<file path="src/rtl/arb_pkg.sv">
// Shared definitions for the instruction/data memory port arbiter:
// grant FSM state encoding, access size codes, default tuning values
// and a helper for sizing small counters.
package arb_pkg;

   // Grant FSM states; the encoding is fixed so waveforms read the same
   // across builds.
   typedef enum logic [1:0] {
      IDLE     = 2'd0,
      WAIT_IF  = 2'd1,
      WAIT_MEM = 2'd2
   } arbState_t;

   // Access size codes as presented on mem_size / ram_size.
   localparam logic [1:0] SZ_BYTE = 2'd0;
   localparam logic [1:0] SZ_HALF = 2'd1;
   localparam logic [1:0] SZ_WORD = 2'd2;

   // Default tuning: fetch may lose this many arbitrations in a row,
   // and a memory access is abandoned after this many wait cycles.
   localparam int DEF_MAX_STARVE = 3;
   localparam int DEF_TIMEOUT    = 16;
   localparam int DEF_AW         = 32;

   // Bits needed to hold values 0..maxVal (at least one bit).
   function automatic int cntWidth(input int maxVal);
      return (maxVal < 2) ? 1 : $clog2(maxVal + 1);
   endfunction

endpackage

</file>
<file path="src/rtl/arb_perf_counters.sv">
// Grant and conflict statistics for the memory port arbiter.
// Only instantiated when ARB_PERF_CNT_EN is defined. Counters are free
// running, wrap at 2^32 and advance on the same edge as the grant.
module arb_perf_counters (
   input  logic        clk,
   input  logic        reset_n,
   input  logic        i_grantIf,
   input  logic        i_grantMem,
   input  logic        i_conflict,
   output logic [31:0] o_ifGrants,
   output logic [31:0] o_memGrants,
   output logic [31:0] o_conflicts
);

   logic [31:0] r_ifGrants;
   logic [31:0] r_memGrants;
   logic [31:0] r_conflicts;

   // Count each grant and each contested arbitration cycle.
   always_ff @(posedge clk or negedge reset_n) begin
      if (!reset_n) begin
         r_ifGrants  <= '0;
         r_memGrants <= '0;
         r_conflicts <= '0;
      end else begin
         if (i_grantIf) begin
            r_ifGrants <= r_ifGrants + 32'd1;
         end
         if (i_grantMem) begin
            r_memGrants <= r_memGrants + 32'd1;
         end
         if (i_conflict) begin
            r_conflicts <= r_conflicts + 32'd1;
         end
      end
   end

   assign o_ifGrants  = r_ifGrants;
   assign o_memGrants = r_memGrants;
   assign o_conflicts = r_conflicts;

endmodule

</file>
<file path="src/rtl/mem_port_arbiter.sv">
// Shares one single-port memory between the fetch (IF) port and the
// load/store (MEM) port of the pipeline. One access is outstanding at a
// time; the memory acks each access with ram_valid, and an access that is
// never acked is abandoned after TIMEOUT wait cycles, raising the sticky
// bus_err. MEM normally wins a collision, but after MAX_STARVE consecutive
// losses IF is forced through.
// Optional build macro: ARB_PERF_CNT_EN adds grant/conflict counters.
module mem_port_arbiter
   import arb_pkg::*;
#(
   parameter int MAX_STARVE = DEF_MAX_STARVE,
   parameter int TIMEOUT    = DEF_TIMEOUT,
   parameter int AW         = DEF_AW
) (
   input  logic          clk,
   input  logic          reset_n,
   // fetch port
   input  logic          if_req,
   input  logic [AW-1:0] if_addr,
   output logic [31:0]   if_rdata,
   output logic          if_ready,
   // load/store port
   input  logic          mem_req,
   input  logic          mem_we,
   input  logic [1:0]    mem_size,
   input  logic [AW-1:0] mem_addr,
   input  logic [31:0]   mem_wdata,
   output logic [31:0]   mem_rdata,
   output logic          mem_ready,
   // memory side
   output logic          ram_en,
   output logic          ram_we,
   output logic [1:0]    ram_size,
   output logic [AW-1:0] ram_addr,
   output logic [31:0]   ram_wdata,
   input  logic [31:0]   ram_rdata,
   input  logic          ram_valid,
   // pipeline hazard lines and status
   output logic          stall_if,
   output logic          stall_mem,
   output logic          bus_err
`ifdef ARB_PERF_CNT_EN
   ,
   output logic [31:0]   perf_if_grants,
   output logic [31:0]   perf_mem_grants,
   output logic [31:0]   perf_conflicts
`endif
);

   localparam int SW = cntWidth(MAX_STARVE);
   localparam int TW = cntWidth(TIMEOUT - 1);
   localparam logic [SW-1:0] STARVE_MAX = SW'(MAX_STARVE);
   localparam logic [TW-1:0] TIMER_LAST = TW'(TIMEOUT - 1);

   arbState_t      r_state;
   logic [SW-1:0]  r_starveCnt;
   logic [TW-1:0]  r_timer;
   logic           r_ramEn;
   logic           r_ramWe;
   logic [1:0]     r_ramSize;
   logic [AW-1:0]  r_ramAddr;
   logic [31:0]    r_ramWdata;
   logic [31:0]    r_ifRdata;
   logic           r_ifReady;
   logic [31:0]    r_memRdata;
   logic           r_memReady;
   logic           r_busErr;

   logic           w_ifElig;
   logic           w_memElig;
   logic           w_isIdle;
   logic           w_grantMem;
   logic           w_grantIf;
   logic           w_timeout;
   logic [31:0]    w_respData;

   // A port whose ready pulse is on this cycle is still dropping its
   // request, so it sits out arbitration to avoid a duplicate grant.
   // MEM wins a collision until IF has lost MAX_STARVE times in a row.
   always_comb begin
      w_ifElig   = if_req & ~r_ifReady;
      w_memElig  = mem_req & ~r_memReady;
      w_isIdle   = (r_state == IDLE);
      w_grantMem = w_isIdle & w_memElig & ((r_starveCnt < STARVE_MAX) | ~w_ifElig);
      w_grantIf  = w_isIdle & w_ifElig & ~w_grantMem;
      w_timeout  = (r_timer == TIMER_LAST);
      w_respData = r_ramWe ? 32'd0 : ram_rdata;
   end

   // Grant FSM: issue one access, wait for its ack or the timeout, then
   // return to arbitration. Every output it drives is registered here.
   always_ff @(posedge clk or negedge reset_n) begin
      if (!reset_n) begin
         r_state     <= IDLE;
         r_starveCnt <= '0;
         r_timer     <= '0;
         r_ramEn     <= 1'b0;
         r_ramWe     <= 1'b0;
         r_ramSize   <= 2'd0;
         r_ramAddr   <= '0;
         r_ramWdata  <= '0;
         r_ifRdata   <= '0;
         r_ifReady   <= 1'b0;
         r_memRdata  <= '0;
         r_memReady  <= 1'b0;
         r_busErr    <= 1'b0;
      end else begin
         r_ramEn    <= 1'b0;
         r_ifReady  <= 1'b0;
         r_memReady <= 1'b0;
         case (r_state)
            IDLE: begin
               r_timer <= '0;
               if (w_grantMem) begin
                  r_ramEn    <= 1'b1;
                  r_ramWe    <= mem_we;
                  r_ramSize  <= mem_size;
                  r_ramAddr  <= mem_addr;
                  r_ramWdata <= mem_wdata;
                  r_state    <= WAIT_MEM;
                  // The grant condition keeps the count below its cap
                  // whenever IF was also asking, so this never overflows.
                  if (w_ifElig) begin
                     r_starveCnt <= r_starveCnt + SW'(1);
                  end else begin
                     r_starveCnt <= '0;
                  end
               end else if (w_grantIf) begin
                  r_ramEn     <= 1'b1;
                  r_ramWe     <= 1'b0;
                  r_ramSize   <= SZ_WORD;
                  r_ramAddr   <= if_addr;
                  r_ramWdata  <= '0;
                  r_state     <= WAIT_IF;
                  r_starveCnt <= '0;
               end
            end
            WAIT_IF, WAIT_MEM: begin
               if (ram_valid || w_timeout) begin
                  if (r_state == WAIT_IF) begin
                     r_ifRdata <= ram_valid ? w_respData : 32'd0;
                     r_ifReady <= 1'b1;
                  end else begin
                     r_memRdata <= ram_valid ? w_respData : 32'd0;
                     r_memReady <= 1'b1;
                  end
                  if (!ram_valid) begin
                     r_busErr <= 1'b1;
                  end
                  r_timer <= '0;
                  r_state <= IDLE;
               end else begin
                  r_timer <= r_timer + TW'(1);
               end
            end
            default: begin
               r_state <= IDLE;
            end
         endcase
      end
   end

   assign ram_en    = r_ramEn;
   assign ram_we    = r_ramWe;
   assign ram_size  = r_ramSize;
   assign ram_addr  = r_ramAddr;
   assign ram_wdata = r_ramWdata;
   assign if_rdata  = r_ifRdata;
   assign if_ready  = r_ifReady;
   assign mem_rdata = r_memRdata;
   assign mem_ready = r_memReady;
   assign bus_err   = r_busErr;

   // Stalls are combinational so the hazard unit sees them the same cycle.
   assign stall_if  = if_req & ~r_ifReady;
   assign stall_mem = mem_req & ~r_memReady;

`ifdef ARB_PERF_CNT_EN
   logic w_conflict;

   assign w_conflict = w_isIdle & w_ifElig & w_memElig;

   arb_perf_counters u_perf (
      .clk         (clk),
      .reset_n     (reset_n),
      .i_grantIf   (w_grantIf),
      .i_grantMem  (w_grantMem),
      .i_conflict  (w_conflict),
      .o_ifGrants  (perf_if_grants),
      .o_memGrants (perf_mem_grants),
      .o_conflicts (perf_conflicts)
   );
`endif

endmodule

</file>
<file path="config.mk">
export PLATFORM = sky130hd
export DESIGN_NAME = mem_port_arbiter
export DESIGN_NICKNAME = d
export VERILOG_FILES = /design/src/rtl/arb_pkg.sv /design/src/rtl/arb_perf_counters.sv /design/src/rtl/mem_port_arbiter.sv
export SDC_FILE = /design/constraint.sdc
export NUM_CORES = 1
export LEC_CHECK = 0
export ABC_CLOCK_PERIOD_IN_PS = 2300
export CORE_UTILIZATION = 43
export DETAILED_ROUTE_END_ITERATION = 8
export PLACE_DENSITY_LB_ADDON = 0.2
export SETUP_SLACK_MARGIN = 0.02
export SYNTH_ARGS = -nofsm -noshare
export SYNTH_HDL_FRONTEND = slang
export SYNTH_SLANG_ARGS = --single-unit
</file>
<file path="constraint.sdc">
create_clock -name clk -period 2.3 [get_ports clk]
set_input_delay 0.46 -clock clk [delete_from_list [all_inputs] [get_ports clk]]
set_output_delay 0.46 -clock clk [all_outputs]
set_load 0.01 [all_outputs]
</file>
---- Word-level counts from Yosys, hierarchy flattened ----
Cells that the tools add are included.
storage, ports and cells
  register bits after elaboration ......... 143
  bits in latches ......................... 0
  RAM bits ................................ 0
  ROM bits ................................ 0
  input bits .............................. 136
  output and inout bits ................... 137
  word-level logic and storage cells ...... 72
  memories kept ........................... 0
cells by class
  add/sub/neg operators ................... 2
  $mul .................................... 0
  divide/modulo/power cells ............... 0
  $lt $le $gt $ge ......................... 1
  equality and inequality tests ........... 5
  shifts and indexed selects .............. 0
  muxes and demuxes ....................... 28
  bitwise operators ....................... 13
  reductions and logical operators ........ 10
operators by type and width
  cell                                               count
  2-to-1 mux 32 bit                                  6
  2-to-1 mux 2 bit                                   8
  2-to-1 mux 1 bit                                   11
  AND reduction 3 bit                                3
  case mux 4 bit (2 select lines)                    1
  bitwise AND 1 bit                                  6
  inverter 1 bit                                     6
  adder 4 x 1 -> 4 bit, second input constant        1
  == test 4 bit, second input constant               1
  2-to-1 mux 4 bit                                   1
  case mux 2 bit (2 select lines)                    1
  AND reduction 2 bit                                2
  nonzero test 2 bit                                 2
  != test 3 x 1 -> 1 bit, second input constant      1
  adder 2 x 1 -> 2 bit, second input constant        1
  == test 2 x 1 -> 1 bit, second input constant      1
  == test 2 bit, second input constant               1
  logical NOT 2 bit                                  1
  less-than comparator 2 bit, second input constant  1
  != test 2 bit, second input constant               1
  OR reduction 2 bit                                 1
  logical OR 1 bit                                   1
  bitwise OR 1 bit                                   1

---- Logic depth before layout (Yosys ltp) ----
  depth in word-level cells ............... 10
  depth in mapped cells ................... 7

---- Worst setup path after synthesis ----
No wires, ideal clock.
  kind .................................... register to register
  start ................................... reg r_timer[0]
  end ..................................... reg r_ifRdata[0], in the netlist if_rdata[0]
  setup time .............................. 0.125 ns
  data arrival time ....................... 1.590 ns
  required time ........................... 2.175 ns
  path slack .............................. 0.586 ns
  stages on the path, launching flop included .. 7
  path buffers ............................ 2
  clock period less this slack ............ 1.714 ns
  cells stage by stage .................... dfrtp_1 ha_1 a31oi_1 nand2b_1 buf_4 buf_6 mux2_2
between the ends
  longest elaborated chain between the ends .. 3
RTL lines
  item                           RTL line                 RTL
  start, declared                mem_port_arbiter.sv:57   logic [TW-1:0] r_timer;
  start signal, assigned         mem_port_arbiter.sv:153  r_timer <= r_timer + TW'(1);
  == test 4 bit                  mem_port_arbiter.sv:86   w_timeout = (r_timer == TIMER_LAST);
  logical OR 1 bit               mem_port_arbiter.sv:139  if (ram_valid || w_timeout) begin
  AND reduction 3 bit (no line)  --
  end signal, assigned           mem_port_arbiter.sv:141  r_ifRdata <= ram_valid ? w_respData : 32'd0;
  end, declared                  mem_port_arbiter.sv:63   logic [31:0] r_ifRdata;
Every way passes these cells.
A chain may end at the register's enable or synchronous reset.

---- Final worst setup path ----
  start ................................... in if_req
  end ..................................... out stall_if
between the ends
  longest elaborated chain between the ends .. 1
RTL lines
  item               RTL line                 RTL
  start, declared    mem_port_arbiter.sv:18   input logic if_req,
  bitwise AND 1 bit  mem_port_arbiter.sv:175  assign stall_if = if_req & ~r_ifReady;
  end, declared      mem_port_arbiter.sv:39   output logic stall_if,
Every way passes these cells.

==> results.rst <==
.. list-table::
   :header-rows: 1

   * - Metric
     - Value
   * - Number of post-CTS setup repair buffers
     - 0
   * - Most repeated library cell on the critical path
     - clkdlybuf4s50_1
   * - DPL Wire Length
     - 12.8 mm
   * - Logic depth of the worst setup path including buffers
     - 4
   * - Number of vias per cell
     - 5.64
   * - Launch point of the critical path
     - if_req
   * - End of the critical path
     - stall_if
   * - Maximum number of pins on one net before global-route repair
     - 60
   * - Kind of end point of the critical path
     - output pin
   * - Primary flip-flop cell chosen by synthesis mapping
     - dfrtp_1
   * - Die area
     - about 16000 um2
   * - Largest buffer count on any clock path
     - 2
   * - Tot GR Track Use
     - 24.5%
   * - Type of the worst setup path
     - in2out
   * - Switch Pwr
     - 4.19 mW
   * - Number of cell instances on the worst register-to-register path
     - 5
   * - Number of nets with antenna violations after routing
     - 0
   * - Critical path data required time
     - roughly 1.8 ns
   * - Max VDD drop
     - 0.000602 V
   * - Cell chosen for the clock root
     - clkbuf_16
   * - Final estimated routing congestion in global placement
     - 0.812
   * - Total Neg Setup Slack
     - 0 ns
   * - Fin Hold WS
     - 0.0131 ns
   * - Ordered list of cells on the worst path
     - clkdlybuf4s50_1 > nand2b_1 > inv_2 > clkdlybuf4s50_1
   * - Arrival time at the worst endpoint
     - 1.72 ns
   * - Netlist cell types
     - 39
   * - Starting density of the core
     - 44.4%
   * - Flop pwr share
     - 32.2%
   * - HP Class
     - in2async
   * - Highest attainable clock frequency
     - 0.460 GHz
   * - Setup-failing EPs final
     - 0
   * - Leftover overflow at the end of global routing
     - 0
   * - Top-area cell type share of the netlist area
     - 55.3%
   * - Number of hold-repair buffers added at the cts stage
     - 0
   * - Via Count
     - about 5400
   * - Clock skew after layout
     - 0.00614 ns
   * - Average detailed-routed wire length per instance
     - 19.5 um
   * - Library cell occupying the most area in the post-synthesis netlist
     - dfrtp_1
   * - Number of hold violations in the final report
     - 0
   * - Final Worst Setup Slack
     - 0.124 ns
   * - Post-Place Setup Slack
     - -0.0581 ns
   * - Worst reg2reg path endpoint
     - ram_addr[28]$_DFFE_PN0P_
   * - Post-route cell area
     - about 10000 um2
   * - Total CTS buffers
     - 17
   * - DIE WIDTH
     - ~120 um
   * - Max-cap violation count
     - 0
   * - Final Critical Period
     - 2.18 ns
   * - Number of buffers and inverters on the critical path
     - 3
   * - Measured slew at the worst slew-check pin
     - 1.08 ns
   * - Initial antenna violation count
     - 0
   * - Int Pwr
     - 8.53 mW
   * - Number of global-route vias before repair
     - 5630
   * - IO Port Bufs
     - between 200 and 300
   * - CP Max Fanout
     - 3
   * - Setup repair after global routing missed its margin
     - no
   * - Syn Nets
     - 644
   * - Yosys warnings
     - 0
   * - Maximum cell stage delay along the critical path
     - 0.55 ns
   * - Final Net Count
     - 904
   * - Clock tree sinks
     - 143
   * - Max Transition Viols Final
     - 0
   * - Num ports
     - 273
   * - Row count
     - 44
   * - Beginning of the worst register-to-register path
     - r_state[1]$_DFFE_PN0P_
   * - Master of the slowest instance on the critical path
     - clkdlybuf4s50_1
   * - CTS H-tree depth
     - 4
   * - Skew-Pair Late Insertion Delay
     - 0.42 ns
   * - Antenna cell count
     - 0
   * - Area after DPL
     - 9410 um2
   * - Power per standard cell area
     - approximately 1300 nW/um2
   * - Main area contributors after synthesis
     - dfrtp_1 (55%), mux2_2 (11%), and4b_1 (4.9%)
   * - TritonCTS clock tree
     - built
   * - Combinational group share of total power
     - between 40 and 50%
   * - Internal reg-to-reg setup slack
     - about 0.40 ns
   * - Post-synth EDFFs
     - 0
   * - Seq/Total Area, Yosys
     - 55.3%
   * - Critical Path Start Type
     - input port
   * - #FFs+latches synth
     - 143
   * - Worst slew margin relative to its limit
     - about 28%
   * - Drt initial violations
     - 337
   * - Cell family with most CP delay
     - buffers and inverters
   * - Fin crit share
     - 94.6%
   * - Detailed Routing Iterations Pass 1
     - 5
   * - Synth-to-layout area growth
     - 54.5%
   * - Switching share of total power
     - 32.9%
   * - Cell count after synthesis
     - approximately 500
   * - Synthesized area per cell
     - 12.9 um2
   * - Die height
     - 125 um
   * - Run status
     - finished clean
   * - First-pass GRT wire length
     - between 20 and 30 mm
   * - Post-synthesis async set-or-reset flop share
     - 100%
   * - Final wirelength
     - approximately 19 mm
   * - Syn Std Cell Area
     - 6480 um2
   * - Core Region
     - 14600 um2
   * - Fraction of layout instances using a drive strength above 1
     - 16.0%
   * - Clock-pin slew reported for the worst setup and hold paths after clock tree synthesis
     - 0.06 ns
   * - Post-cts gate resize count
     - 0
   * - Leakage power summed over all cells
     - 4.36 nW
   * - Clock power frac
     - 21.6%
   * - Remaining routing DRC violations
     - 0
## worst min-delay path by stage
stage | start | endpoint | cells after the start
final | reset_n | ram_wdata[16]$_DFFE_PN0P_ | 1
after detailed placement | bus_err$_DFFE_PN0P_ | bus_err$_DFFE_PN0P_ | 1
after global routing | reset_n | ram_wdata[18]$_DFFE_PN0P_ | 1
after floorplan | reset_n | bus_err$_DFFE_PN0P_ | 0
after global placement | reset_n | ram_wdata[16]$_DFFE_PN0P_ | 1
after CTS | reset_n | ram_wdata[16]$_DFFE_PN0P_ | 1
## cells by family after synthesis
kind of cell	after synthesis	synth area share, %
buffers and inverters	58	4.62
AO/OA/AOI/OAI	144	17.4
adder cells (fa/ha/maj)	5	0.966
flip-flops	143	55.3
AND/OR/NAND/NOR	88	10.5
multiplexers	65	11.3
## state kept, by name, summed over array words and instances (netlist names), 2 cells and up
signal       cells
r_state          2
ram_addr        32
mem_rdata       32
r_starveCnt      2
if_rdata        32
r_timer          4
ram_size         2
ram_wdata       32
## power by group through the flow
stage | clock (mW) | sequential [mW] | combinational, mW
after global placement | 0 | 4.06 | 5.76
final | 2.75 | 4.09 | 5.88
after global routing | 2.92 | 4.21 | 6.26
after floorplan | 0 | 4.50 | 2.60
after detailed placement | 0 | 4.11 | 5.89
after CTS | 2.81 | 4.09 | 5.92
## cell usage after synthesis (all sizes together), types with 4 or more instances
cell and count:
dfrtp 143, mux2 64, o21ai 36, a22o 34
a221oi 32, a2bb2oi 32, and2 32, and4b 32
clkbuf 30, buf 20, inv 8, ha 5
nand2 4, nand2b 4, nand3 4
## routing by layer
metal | GRT usage [%] | part of all wire [%]
met4 | 7.87 | 1.8
met3 | 9.58 | 9.3
met5 | 0 | 0
met1 | 28.6 | 39
met2 | 41.3 | 50
## through the flow
step                std cells  util [%]  power, mW
floorplan                 503         -       7.10
global placement          928      64.5       9.82
detailed placement        928      64.5       10.0
CTS                       960      68.6       12.8
global route              960      68.6       13.4
finish                    960      68.6       12.7
## final cells by class
cell class | count | area (um2)
Clock buffer | 18 | 439
Fill cell | 1040 | 4580
Tap cell | 184 | 230
Multi-Input combinational cell | 302 | 2600
Timing Repair Buffer | 291 | 2970
Inverter | 8 | 30.0
Clock inverter | 14 | 156
Sequential cell | 143 | 3580
## cell usage in the layout, fill, tap and decap left out, types with 2 or more instances in the layout
cell type / n
clkdlybuf4s50_1: 271
dfrtp_1: 143
mux2_2: 63
a22o_1: 34
and2_1: 32
and4b_1: 32
a221oi_1: 32
a2bb2oi_1: 32
o21ai_0: 30
clkbuf_16: 17
buf_4: 11
buf_12: 8
inv_1: 5
o21ai_1: 5
ha_1: 5
nand3_1: 4
nand2_1: 4
inv_6: 4
nand2b_1: 3
inv_2: 3
clkinvlp_4: 3
nand3b_1: 2
nand4_1: 2
o21bai_1: 2
o2bb2ai_1: 2
clkinv_2: 2
bufinv_16: 2
clkinv_4: 2
Power figures use the tool's default switching activity.
==> patch 1: new RTL, config.mk and constraints unchanged <==
Re-encode `arbState_t` (3 states) as one-hot, 3 bits wide.
--- a/src/rtl/arb_pkg.sv
+++ b/src/rtl/arb_pkg.sv
@@ -6,8 +6,8 @@
    // Grant FSM states; the encoding is fixed so waveforms read the same
    // across builds.
-   typedef enum logic [1:0] {
-      IDLE     = 2'd0,
-      WAIT_IF  = 2'd1,
-      WAIT_MEM = 2'd2
+   typedef enum logic [2:0] {
+      IDLE     = 3'b001,
+      WAIT_IF  = 3'b010,
+      WAIT_MEM = 3'b100
    } arbState_t;
 
Check against the original RTL: same outputs for any inputs over 4 cycles, from zero or initial values and one cycle with reset_n low; so few cycles prove little.
==> patch 1 against the unedited design <==
  * The run now ends with negative hold slack left
  * Register-to-register slack lost 200 ps
  * Critical path type unchanged
  * Area after synthesis shrank 0.27%
  * Wire length shrank 0.71%
  * Critical endpoint unchanged
  * Total power shrank 2.5%
  * Via count grew 2.0%
  * Worst setup slack gained 70 ps
  * Critical path depth is the same
  * Clock power grew 8.0%
  * Sequential cell count grew 1
  * Design area is essentially flat
==> patch 1: results (changes against the unedited design) <==
metric	value	unit	change
status	finished with violations		
failing checks	negative hold slack		
maximum vdd drop	1.06	mV	+76%
All-Layer GR Usage	0.249		+0.00366
Fin. Hold Viols	1		+1
Post-CTS Hold Fix Bufs	0		unchanged
Post-synth top flop	dfrtp_1		
initial antenna violation count	0		unchanged
DRT Pass-1 Iters	5		unchanged
fin nets	966		+6.9%
share of layout cells above drive strength 1	0.136		-0.0242
Post-Syn Nets	710		+10%
number of global-route vias before repair	5806		+3.1%
largest cells by area after synthesis	dfrtp_1 55%, mux2_2 10%, mux2i_1 5.4%, o21ai_0 5.3%, nor4_1 3.3%		
die span in x	125	um	-0.14%
Syn. warnings	0		unchanged
IO buf count	272		unchanged
diode count	0		unchanged
HPWL after DPL	12.8	mm	+0.18%
Compound-Gate Fraction of Synth Area	0.0961		-0.0782
post-synthesis mux area share	0.168		+0.0547
Detailed Route Iter0 Violations	289		-14%
CTS buffer count	17		unchanged
placed inst area	0.00937	sq mm	-0.47%
crit path launch	if_req		
GPL Wtd Cong	0.810		-0.17%
Worst slew margin	0.273		-0.00176
reg2reg start	r_state[0]		
Clock Skews	9.02	ps	+2.88 ps
fraction of the mapped netlist area in adder cells	0.00387		-0.00579
Crit Path Max Fanout	2		-1
leakage dissipation	0.00454	uW	+4.3%
Seq/Total Area, Yosys	0.558		+0.00557
clk root buf	clkbuf_16		
Crit path arrival time	1650	ps	-70 ps
library cells used by synthesis	37		-5.1%
setup slack, reg-to-reg	200	ps	-200 ps
worst hold margin	-1.84	ps	-15.0 ps
vias	5530		+2.0%
Clock Latency Late Sink	410	ps	
pin count of the biggest net entering global routing	104		+73%
H-tree Lvls	4		unchanged
post-synthesis xor/xnor area fraction	0.00542		+0.00542
wire length of the first global-routing pass	30.6	mm	+2.3%
top cells by count, synth	143 x dfrtp_1, 68 x o21ai_0, 59 x mux2_2		
final WL	18.6	mm	-0.71%
[patch 1: cell count changes in the layout (fill, tap and decap cells not counted), sizes merged, moves of 29 or more]
cell,unedited run,this run
nor4,0,34
o21ai,36,68
nand3,4,36
a31oi,1,33
inv,13,42
a2bb2oi,32,0
mux2i,1,35
and4b,32,0
a221oi,32,0
a22o,34,1
[patch 1: final timing paths]
path                                     end  cells past startpoint
max in group asynchronous       ram_addr[25]                      2
worst max register to register   ram_addr[0]                      4
min in group clk                     bus_err                      1
worst max-delay path                stall_if                      4
worst min-delay path             if_rdata[5]                      1
worst min register to register       bus_err                      1
[patch 1: final cells by class]
cell class,instances,area [sq um]
clock buffer,19,433
clock inverter,13,211
fill,1089,4580
inverter,42,158
multi-input combinational,333,2460
sequential,144,3600
tap,184,230
timing repair buffer,290,2910
[patch 1: per-stage QoR]
| step | utilization | setup slack, ps | power, uW | cells |
|---|---|---|---|---|
| final | 0.686 | 194 | 12400 | 1025 |
| after global routing | 0.686 | 62.1 | 13100 | 1025 |
| after CTS | 0.686 | 59.6 | 12500 | 1025 |
| after detailed placement | 0.642 | -103 | 9460 | 993 |
| after global placement | 0.642 | -65.2 | 9240 | 993 |
| after floorplan | - | 343 | 6650 | 572 |
[patch 1: power by group]
group          switching (uW)  internal [uW]
Clock                    1040           1930
Sequential                546           3520
Combinational            2540           2830
[patch 1: metal layers]
metal  vias up  global-route usage  wire [um]
met5         -                   0          0
met4         0              0.0999        461
met3        29              0.0704       1370
met2       244               0.425       9540
met1      2720               0.294       7260
li1       2537                   -          -
[patch 1: critical path, stage by stage]
cell	delay, ps
clkdlybuf4s50_1	490
nand2b_2	70
clkinv_1	60
clkdlybuf4s50_1	570
[patch 1: what timing repair did]
action,in CTS,in global routing
setup endpoints to repair,0,1
setup buffers,0,0
resized for setup,0,1
[patch 1: logic make-up (layout without fill, tap and decap cells)]
group,Yosys count,count (layout)
flops,144,144
simple gates,116,116
compound gates,111,111
mux,100,100
buf+inv,95,364
xor+xnor,4,4
fa+ha+maj,2,2
==> patch 2: new RTL, config.mk and constraints unchanged <==
Made on the original files. The option `ARB_PERF_CNT_EN` is turned on by a define.
--- a/src/rtl/mem_port_arbiter.sv
+++ b/src/rtl/mem_port_arbiter.sv
@@ -6,4 +6,6 @@
 // losses IF is forced through.
 // Optional build macro: ARB_PERF_CNT_EN adds grant/conflict counters.
+`define ARB_PERF_CNT_EN
+
 module mem_port_arbiter
    import arb_pkg::*;
Function (old outputs only; new: perf_conflicts, perf_if_grants and perf_mem_grants): kept (equiv_simple and equiv_induct, registers matched by name and starting in step).
==> patch 2 against the unedited design <==
  * Wire length is 60% higher
  * Synthesized cell count is 92% higher
  * Sequential power is 51% higher
  * Design area is 55% higher
  * Sequential cell count is 96 higher
  * Combinational power is 4.9% higher
  * Sequential share of layout area is 2.8 points higher
  * Worst setup slack better by 13 ps
  * Total power is 30% higher
  * Area after synthesis is 60% higher
  * Highest routed layer unchanged
==> patch 2: results (changes against the unedited design) <==
metric	value	unit	change
wire length of the first global-routing pass	47.8	mm	+60%
worst-margin pin slew	547	ps	-535 ps
slowest cell on the critical path	clkdlybuf4s50_1		
top cells by count, synth	239 x dfrtp_1, 134 x nand2_1, 103 x o21ai_0		
class of the worst hold path	primary input to asynchronous set/reset pin		
CTS Buffer Depth	3		+1
met2 Use GR	0.421		+0.00750
Post-Syn Nets	1109		+72%
Syn. warnings	0		unchanged
Post-synth ARST share	1.00		unchanged
Detailed Route Iter0 Violations	444		+32%
initial antenna violation count	1		+1
R2R Path End	u_perf.o_ifGrants[12]		
DRT met1 WL	11.8	mm	+61%
Int Power	11100	uW	+30%
Crit Path Max Fanout	6		+3
final WL	30.0	mm	+60%
Max stage delay on crit path	560	ps	
share of layout cells above drive strength 1	0.0739		-0.0859
Clock Skews	15.6	ps	+9.48 ps
R2R depth	8		+3
Seq/Total Area, Yosys	0.577		+0.0240
All-Layer GR Usage	0.247		+0.00183
max-slew violation count	0		unchanged
reg2reg start	r_state[0]		
vias per cell	5.11		-9.4%
number of global-route vias before repair	8820		+57%
library cells used by synthesis	46		+18%
fin nets	1493		+65%
H-tree Lvls	1		-3
HPWL after DPL	22.1	mm	+72%
largest cells by area after synthesis	dfrtp_1 58%, o21ai_0 5.0%, nand2_1 4.8%, xnor2_1 4.0%, xor2_1 3.9%		
DRT Pass-1 Iters	4		-1
global routing met1 resource utilization	0.298		+0.0122
Sequential Power	6190	uW	+51%
met2 wire len	14.9	mm	+59%
Setup WS pre-CTS	-49.4	ps	+8.64 ps
Clk network pwr share	0.250		+0.034
IO buf count	368		+35%
clk root buf	clkbuf_16		
grt met3 use	0.0741		-0.0217
Crit path arrival time	1700	ps	-20 ps
antenna viol nets, final	0		unchanged
pin count of the biggest net entering global routing	72		+20%
Top delay family on crit path	buffers and inverters		
Clock transition at path regs	60	ps	about the same
Clock Latency Late Sink	520	ps	+100 ps
Max Used Layer	met4		
DR WL met3	2.39	mm	+37%
setup slack, reg-to-reg	330	ps	-70 ps
GPL Wtd Cong	0.852		+5.0%
CTS buffer count	26		+9
maximum vdd drop	0.733	mV	+22%
status	complete, no violations		
leakage dissipation	0.00697	uW	+60%
## patch 2: cell types whose count changed after synthesis, sizes merged, moves of 47 or more
cell | before | now
nand2 | 4 | 134
mux2 | 64 | 4
nand3 | 4 | 69
dfrtp | 143 | 239
o21ai | 36 | 104
xnor2 | 0 | 47
## patch 2: kinds of logic after synthesis
group	after synthesis	synth area share
compound gates	147	0.0854
fa+ha+maj	8	0.00965
flops	239	0.577
mux	36	0.0352
buf+inv	92	0.0379
xor+xnor	93	0.0785
simple gates	350	0.177
## patch 2: how the worst max path moves through the flow
stage	to	start	slack, ps	depth (start not counted)
detailed placement	u_perf.o_memGrants[28]	mem_req	-50	6
global placement	u_perf.o_ifGrants[8]	mem_req	0.9	6
finish	stall_mem	mem_ready	140	2
CTS	stall_mem	mem_ready	80	2
floorplan	u_perf.o_ifGrants[7]	r_state[1]	450	7
global route	stall_mem	mem_ready	60	2
## patch 2: per-stage QoR
| step | std cells | total power [uW] | TNS [ps] | cell area, sq um | hold slack, ps |
|---|---|---|---|---|---|
| floorplan | 965 | 8760 | 0 | 10400 | 164 |
| global placement | 1639 | 12300 | 0 | 14700 | 443 |
| detailed placement | 1639 | 12400 | -134 | 14700 | 447 |
| CTS | 1686 | 16700 | 0 | 15500 | 473 |
| global route | 1687 | 17500 | 0 | 15500 | 492 |
| finish | 1687 | 16500 | 0 | 15500 | 467 |
## patch 2: what timing repair did
action                                  CTS  global route
endpoints found under the setup margin    2             1
setup buffers                             0             0
hold endpoints to repair                 56             0
gates resized for setup                   2             1
hold buffers                              1             0
## patch 2: layout make-up
class	count	area, sq um
Antenna cell	1	2.50
Clock buffer	41	798
Clock inverter	5	50.0
Fill cell	1921	8030
Inverter	44	165
Multi-Input combinational cell	634	4050
Sequential cell	239	5980
Tap cell	319	399
Timing Repair Buffer	404	4070
